## src/rtl/sysio_arb.sv

```systemverilog
// Two-master round-robin arbiter in front of a single sysio slave.
// One grant at a time: a write (AW+W together) or a read (AR then R).
module sysio_arb #(
    parameter int AW = 32,
    parameter int DW = 32
) (
    input  logic            clk,
    input  logic            rst,

    input  logic [AW-1:0]   m0_awaddr,
    input  logic            m0_awvalid,
    output logic            m0_awready,
    input  logic [DW-1:0]   m0_wdata,
    input  logic [DW/8-1:0] m0_wstrb,
    input  logic            m0_wvalid,
    output logic            m0_wready,
    input  logic [AW-1:0]   m0_araddr,
    input  logic            m0_arvalid,
    output logic            m0_arready,
    output logic [DW-1:0]   m0_rdata,
    output logic            m0_rvalid,
    input  logic            m0_rready,

    input  logic [AW-1:0]   m1_awaddr,
    input  logic            m1_awvalid,
    output logic            m1_awready,
    input  logic [DW-1:0]   m1_wdata,
    input  logic [DW/8-1:0] m1_wstrb,
    input  logic            m1_wvalid,
    output logic            m1_wready,
    input  logic [AW-1:0]   m1_araddr,
    input  logic            m1_arvalid,
    output logic            m1_arready,
    output logic [DW-1:0]   m1_rdata,
    output logic            m1_rvalid,
    input  logic            m1_rready,

    output logic [AW-1:0]   s_awaddr,
    output logic            s_awvalid,
    input  logic            s_awready,
    output logic [DW-1:0]   s_wdata,
    output logic [DW/8-1:0] s_wstrb,
    output logic            s_wvalid,
    input  logic            s_wready,
    output logic [AW-1:0]   s_araddr,
    output logic            s_arvalid,
    input  logic            s_arready,
    input  logic [DW-1:0]   s_rdata,
    input  logic            s_rvalid,
    output logic            s_rready
);

    typedef enum logic [1:0] {IDLE, WGNT, RGNT, RWAIT} state_t;

    state_t state, state_next;
    logic   owner, owner_next;
    logic   last, last_next;
    logic   wreq0, wreq1, req0, req1, winner;
    logic   r_hs;

    assign wreq0  = m0_awvalid & m0_wvalid;
    assign wreq1  = m1_awvalid & m1_wvalid;
    assign req0   = wreq0 | m0_arvalid;
    assign req1   = wreq1 | m1_arvalid;
    // On a tie the master that did not win last time goes next.
    assign winner = (req0 & req1) ? ~last : req1;

    always_ff @(posedge clk) begin
        if (rst) begin
            state <= IDLE;
            owner <= 1'b0;
            last  <= 1'b1;
        end else begin
            state <= state_next;
            owner <= owner_next;
            last  <= last_next;
        end
    end

    always_comb begin
        state_next = state;
        owner_next = owner;
        last_next  = last;
        m0_awready = 1'b0;
        m0_wready  = 1'b0;
        m0_arready = 1'b0;
        m0_rdata   = '0;
        m0_rvalid  = 1'b0;
        m1_awready = 1'b0;
        m1_wready  = 1'b0;
        m1_arready = 1'b0;
        m1_rdata   = '0;
        m1_rvalid  = 1'b0;
        s_awaddr   = '0;
        s_awvalid  = 1'b0;
        s_wdata    = '0;
        s_wstrb    = '0;
        s_wvalid   = 1'b0;
        s_araddr   = '0;
        s_arvalid  = 1'b0;
        s_rready   = 1'b0;

        // Read response path stays open from the AR cycle onward.
        if (state == RGNT || state == RWAIT) begin
            s_rready = owner ? m1_rready : m0_rready;
            if (owner) begin
                m1_rdata  = s_rdata;
                m1_rvalid = s_rvalid;
            end else begin
                m0_rdata  = s_rdata;
                m0_rvalid = s_rvalid;
            end
        end
        r_hs = s_rvalid & s_rready;

        case (state)
            IDLE: begin
                if (req0 | req1) begin
                    owner_next = winner;
                    state_next = (winner ? wreq1 : wreq0) ? WGNT : RGNT;
                end
            end
            WGNT: begin
                s_awaddr  = owner ? m1_awaddr  : m0_awaddr;
                s_awvalid = owner ? m1_awvalid : m0_awvalid;
                s_wdata   = owner ? m1_wdata   : m0_wdata;
                s_wstrb   = owner ? m1_wstrb   : m0_wstrb;
                s_wvalid  = owner ? m1_wvalid  : m0_wvalid;
                if (owner) begin
                    m1_awready = s_awready;
                    m1_wready  = s_wready;
                end else begin
                    m0_awready = s_awready;
                    m0_wready  = s_wready;
                end
                if (s_awvalid & s_awready & s_wvalid & s_wready) begin
                    state_next = IDLE;
                    last_next  = owner;
                end
            end
            RGNT: begin
                s_araddr  = owner ? m1_araddr  : m0_araddr;
                s_arvalid = owner ? m1_arvalid : m0_arvalid;
                if (owner) m1_arready = s_arready;
                else       m0_arready = s_arready;
                if (s_arvalid & s_arready) begin
                    // A response already taken alongside AR completes the read.
                    if (r_hs) begin
                        state_next = IDLE;
                        last_next  = owner;
                    end else begin
                        state_next = RWAIT;
                    end
                end
            end
            RWAIT: begin
                if (r_hs) begin
                    state_next = IDLE;
                    last_next  = owner;
                end
            end
            default: state_next = IDLE;
        endcase
    end

endmodule

```

## config.mk

```make
export PLATFORM = sky130hd
export DESIGN_NAME = sysio_arb
export DESIGN_NICKNAME = d
export VERILOG_FILES = /design/src/rtl/sysio_arb.sv
export SDC_FILE = /design/constraint.sdc
export NUM_CORES = 1
export LEC_CHECK = 0
export ABC_AREA = 0
export CELL_PAD_IN_SITES_DETAIL_PLACEMENT = 1
export CELL_PAD_IN_SITES_GLOBAL_PLACEMENT = 1
export CORE_ASPECT_RATIO = 0.75
export CORE_MARGIN = 2
export CORE_UTILIZATION = 10
export DETAILED_ROUTE_END_ITERATION = 10
export GPL_ROUTABILITY_DRIVEN = 0
export PLACE_DENSITY_LB_ADDON = 0.1
export REMOVE_ABC_BUFFERS = 1
export SLEW_MARGIN = 40
export SYNTH_ARGS = -nofsm -noshare
export SYNTH_HDL_FRONTEND = slang
export SYNTH_SLANG_ARGS = --single-unit
export TNS_END_PERCENT = 30
```

## constraint.sdc

```tcl
create_clock -name clk -period 1.4 [get_ports clk]
set_clock_uncertainty 0.15 [all_clocks]
set_input_delay 0.21 -clock clk [delete_from_list [all_inputs] [get_ports clk]]
set_output_delay 0.21 -clock clk [all_outputs]
set_load 0.1 [all_outputs]
```

Word level (Yosys, flattened, before mapping)
Index checks and enable logic that the tools add are counted.

storage, ports and cells
  register bits = 4
  input port bits = 246
  output and inout port bits = 176
  word-level logic and storage cells = 77

cells by class
  mux-type cells = 49
  bitwise logic cells = 12
  eq/ne operators = 7
  reductions and logical operators = 6

operator list
  kind                  count
  $mux W32              10
  $mux W1               29
  $mux W2               6
  $and A1 B1 Y1         8
  $mux W4               2
  $pmux W2 S4           1
  $ne A2 B2 Y1 const B  3
  $eq A2 B2 Y1 const B  2
  $reduce_and A4 Y1     1
  $or A1 B1 Y1          3
  $pmux W1 S3           1
  $reduce_and A3 Y1     1
  $reduce_bool A3 Y1    1
  $eq A2 B1 Y1 const B  1
  $logic_not A2 Y1      1
  $ne A2 B1 Y1 const B  1
  $reduce_and A2 Y1     1
  $logic_or A1 B1 Y1    1
  $not A1 Y1            1

Longest topological paths before layout
Gate-level depths: netlist of the first run.

  depth after elaboration = 8
  mapped depth = 6
  gate-level depth less buffers = 5

Least setup slack after synthesis of the first run
No wires, ideal clock.

  kind = register to output
  from = reg state[1]
  to = out m0_arready
  required time = 1.040 ns
  path buffers = 2
  data arrival time = 2.942 ns
  setup slack = -1.902 ns
  cell stages (with the launch flop) = 4
  cell sequence = dfxtp_1 buf_2 clkbuf_1 nor3b_1

on the way
  longest elaborated chain between the ends = 2

ends and longest elaborated chain
  item                      RTL line  source
  start: declaration        55        state_t state, state_next;
  start signal: assignment  74        state <= state_next;
  $eq A2 B2 Y1              116       case (state)
  $mux W1                   116
  end: declaration          19        output logic m0_arready,

Every way passes these cells.

Worst setup path in the final report of the first run
  from = reg owner
  to = out s_araddr[26]

on the way
  longest elaborated chain between the ends = 2

ends and longest elaborated chain
  item                      RTL line  source
  start: declaration        56        logic owner, owner_next;
  start signal: assignment  75        owner <= owner_next;
  $mux W32                  142       s_araddr = owner ? m1_araddr : m0_araddr;
  $mux W32                  116
  end: declaration          45        output logic [AW-1:0] s_araddr,

Every way passes these cells.

==> summary.txt, run 1 <==
Clock tree
  • Worst skew pair latency: 230 ps
  • Post-CTS Hold Buffers: 0
  • H-tree Lvls: 1
  • Sink Count: 4
  • Clock Tree Buf Depth: 2
  • Clock buffer count from CTS: 3
  • Root buf cell: clkbuf_16
  • CTS tree: built
  • Clock-pin slew of the registers on the worst-case setup and hold paths: 30 ps

Worst setup path
  • CP Cell Sequence: buf_12, buf_12, mux2i_1, nor2_2, buf_12
  • Required @ worst endpoint: 1040 ps
  • R2r endpoint: state[0]
  • Delay of the slowest critical-path stage: 420 ps
  • Worst R2R Path Depth: 8
  • Critical path endpoint category: output port
  • Critical path startpoint category: register
  • Setup Crit Path Kind: register to output port
  • WP data arrival: 1500 ps
  • Most frequent CP cell: buf_12
  • Crit-path slowest cell: dfxtp_4
  • CP max FO: 12
  • Internal reg-to-reg setup slack: -410 ps
  • Worst r2r src: owner

Timing
  • Setup_tns: -70290 ps
  • Slew HR: 79.3%
  • Fin. max-slew vios: 0
  • Slew @ Worst Pin: 302 ps
  • Final Hold Violating Endpoints: 0
  • Tmin final: 1860 ps
  • Tcrit/Tclk final: 133%
  • Final setup viols: 179
  • Post-route worst setup slack: -463 ps
  • F_max: 537 MHz
  • RSZ-0062 raised after global routing: yes

Synth
  • Synth Register Bits: 4
  • Post-synth cell types: 26
  • Mapped Area: 0.00238 mm^2
  • Sequential fraction of the synthesis area: 3.36%
  • Syn_area_per_cell: 6.55 um^2
  • Mapped Cells: 364
  • Synth Warn #: 0

GRT
  • Global-route wire length before repair: 30600 um
  • Initial antenna violation count: 0
  • Vias in the first global route: 4749
  • Tot GR Track Use: 15.9%
  • Largest net degree at the start of global routing: 59
  • Total congestion overflow: 0

Routing
  • DRT iter0 DRCs: 75
  • Final ANT Viol Nets: 0
  • Pre-antenna DRT Iters: 3
  • Met2 routed WL: 13100 um
  • Post-DR wirelength/cell: 20.1 um
  • Routed length on met3: 1100 um
  • Top Layer Used: met4
  • Metal-1 WL: 7980 um
  • Number of vias per cell: 4.00
  • Routed vias: 4427
  • DRC: 0
  • Drt total wl: 22300 um

Floorplan
  • Chip width: 182 um
  • Die area: 0.0251 mm^2
  • Core area: 0.0232 mm^2
  • Initial Util: 10.3%
  • Die Span Y: 138 um
  • Boundary Pins: 422
  • Row count: 48

Placed design
  • Port buffer count: 421
  • Post-DP HPWL: 18000 um

Layout
  • Register Area: 86.3 um^2
  • Layout area overhead: 319%
  • Commonest non-fill, non-tap cells in the layout: clkdlybuf4s50_1, buf_12, mux2i_1
  • Commonest non-fill, non-tap cell in the layout: clkdlybuf4s50_1
  • Share of cells above drive strength 1: 49.6%
  • Multi-input gate area in the final layout: 0.00276 mm^2
  • Ant diodes: 0
  • Final nets: 1053
  • FILL cells: 2505
  • Final core utilization: 43.1%

Power and ir drop
  • VDD IR max: 0.788 mV
  • Cell Pwr Density: 1760 mW/mm^2
  • Static Leak: 3.83 nW
  • Power, Total: 17.6 mW

Hold path
  • Hold_sp: last
  • Worst Hold Class: register to register
  • Min-Delay Endpoint: last
  • Worst Hold Depth: 2

Run status
  • Status: complete, but fails checks
  • Failing checks: negative setup slack

Flow run
  • MaxCap Viol Count: 0
==> Yosys cell counts <==
| cell type | n | area, um^2 |
|---|---|---|
| nand2b_1 | 3 | 18.8 |
| o21ai_1 | 2 | 10.0 |
| a221oi_1 | 1 | 8.76 |
| buf_2 | 9 | 45.0 |
| nor3b_1 | 1 | 7.51 |
| o211ai_2 | 1 | 12.5 |
| buf_4 | 6 | 45.0 |
| a21oi_1 | 3 | 15.0 |
| mux2i_1 | 103 | 1030 |
| o21ai_0 | 5 | 25.0 |
| nor3_1 | 2 | 10.0 |
| a21o_1 | 1 | 7.51 |
| nand3_1 | 3 | 15.0 |
| nand2_1 | 7 | 26.3 |
| and3_1 | 36 | 225 |
| nand4_1 | 1 | 6.26 |
| or3b_1 | 1 | 8.76 |
| dfxtp_1 | 4 | 80.1 |
| nor2b_1 | 5 | 31.3 |
| mux2_2 | 2 | 22.5 |
| nor2_1 | 109 | 409 |
| and2_1 | 34 | 213 |
| clkbuf_1 | 22 | 82.6 |
| a21boi_0 | 1 | 7.51 |
| o21ba_2 | 1 | 10.0 |
| mux2_1 | 1 | 11.3 |
==> through the flow <==
step	hold WS, ps	worst slack (ps)	cell area (um^2)	std cells
after floorplan	132	-5270	2210	327
after global placement	398	-494	8970	1083
after detailed placement	398	-526	8970	1083
after CTS	404	-486	9610	1097
after global routing	479	-505	10000	1106
final	406	-463	10000	1106
==> metal layers <==
metal,up-vias,global-route usage (%)
met5,-,0
li1,2124,-
met3,8,2.67
met1,2136,16.9
met2,159,33.8
met4,0,1.21
==> power by group <==
part / leakage (nW) / switching [mW] / internal, mW
logic: 3.76 / 10.3 / 6.60
registers: 0.0342 / 0.0727 / 0.159
clock network: 0.0382 / 0.0916 / 0.377
==> critical path, delay by kind of cell (launching register included) <==
family        cells  cell delay (ps)
buf+inv           3              520
flops             1              420
mux               1              250
simple gates      1               80
==> cells by family (layout without fill, tap and decap cells) <==
logic type | after synthesis | in the layout | synth area share [%]
AO/OA/AOI/OAI | 15 | 15 | 4.04
buffers and inverters | 37 | 479 | 7.24
flip-flops | 4 | 4 | 3.36
multiplexers | 106 | 106 | 44.6
AND/OR/NAND/NOR | 202 | 202 | 40.7
==> layout make-up <==
type                    count  area share, %
well taps                 300           3.75
multi-input cells         323           27.6
flip-flops and latches      4          0.863
clock buffers               4          0.788
repair buffers            475           67.0
==> worst max-delay path by stage <==
stage | startpoint | to | cells after the start
global route | state[1] | s_awaddr[4] | 4
detailed placement | m1_wvalid | state[1] | 6
floorplan | owner | m0_arready | 1
CTS | owner | s_arvalid | 4
global placement | m1_arvalid | state[0] | 6
finish | owner | s_araddr[26] | 5
==> flip-flops by register name, summed over array words and instances, names as in the netlist <==
register / cells
state: 2
last: 1
owner: 1
==> timing repair <==
action	4_1_cts	5_1_grt
pin swaps	7	19
endpoints found under the hold margin	0	0
endpoints found under the setup margin	179	180
gates cloned	2	5
gates resized for setup	134	67
buffers inserted	8	4
Note: power is estimated with default switching activity, not from simulation.
==> run 2, diff against run 1 <==
HOLD_SLACK_MARGIN = 0.15   (was default)
==> results of run 2 <==
The final DEF is identical to that of run 1; final timing and power are the same.
==> run 3, diff against run 2 <==
ABC_CLOCK_PERIOD_IN_PS = 1400   (was default)
==> results of run 3 <==
The final DEF is identical to that of run 1; final timing and power are the same.
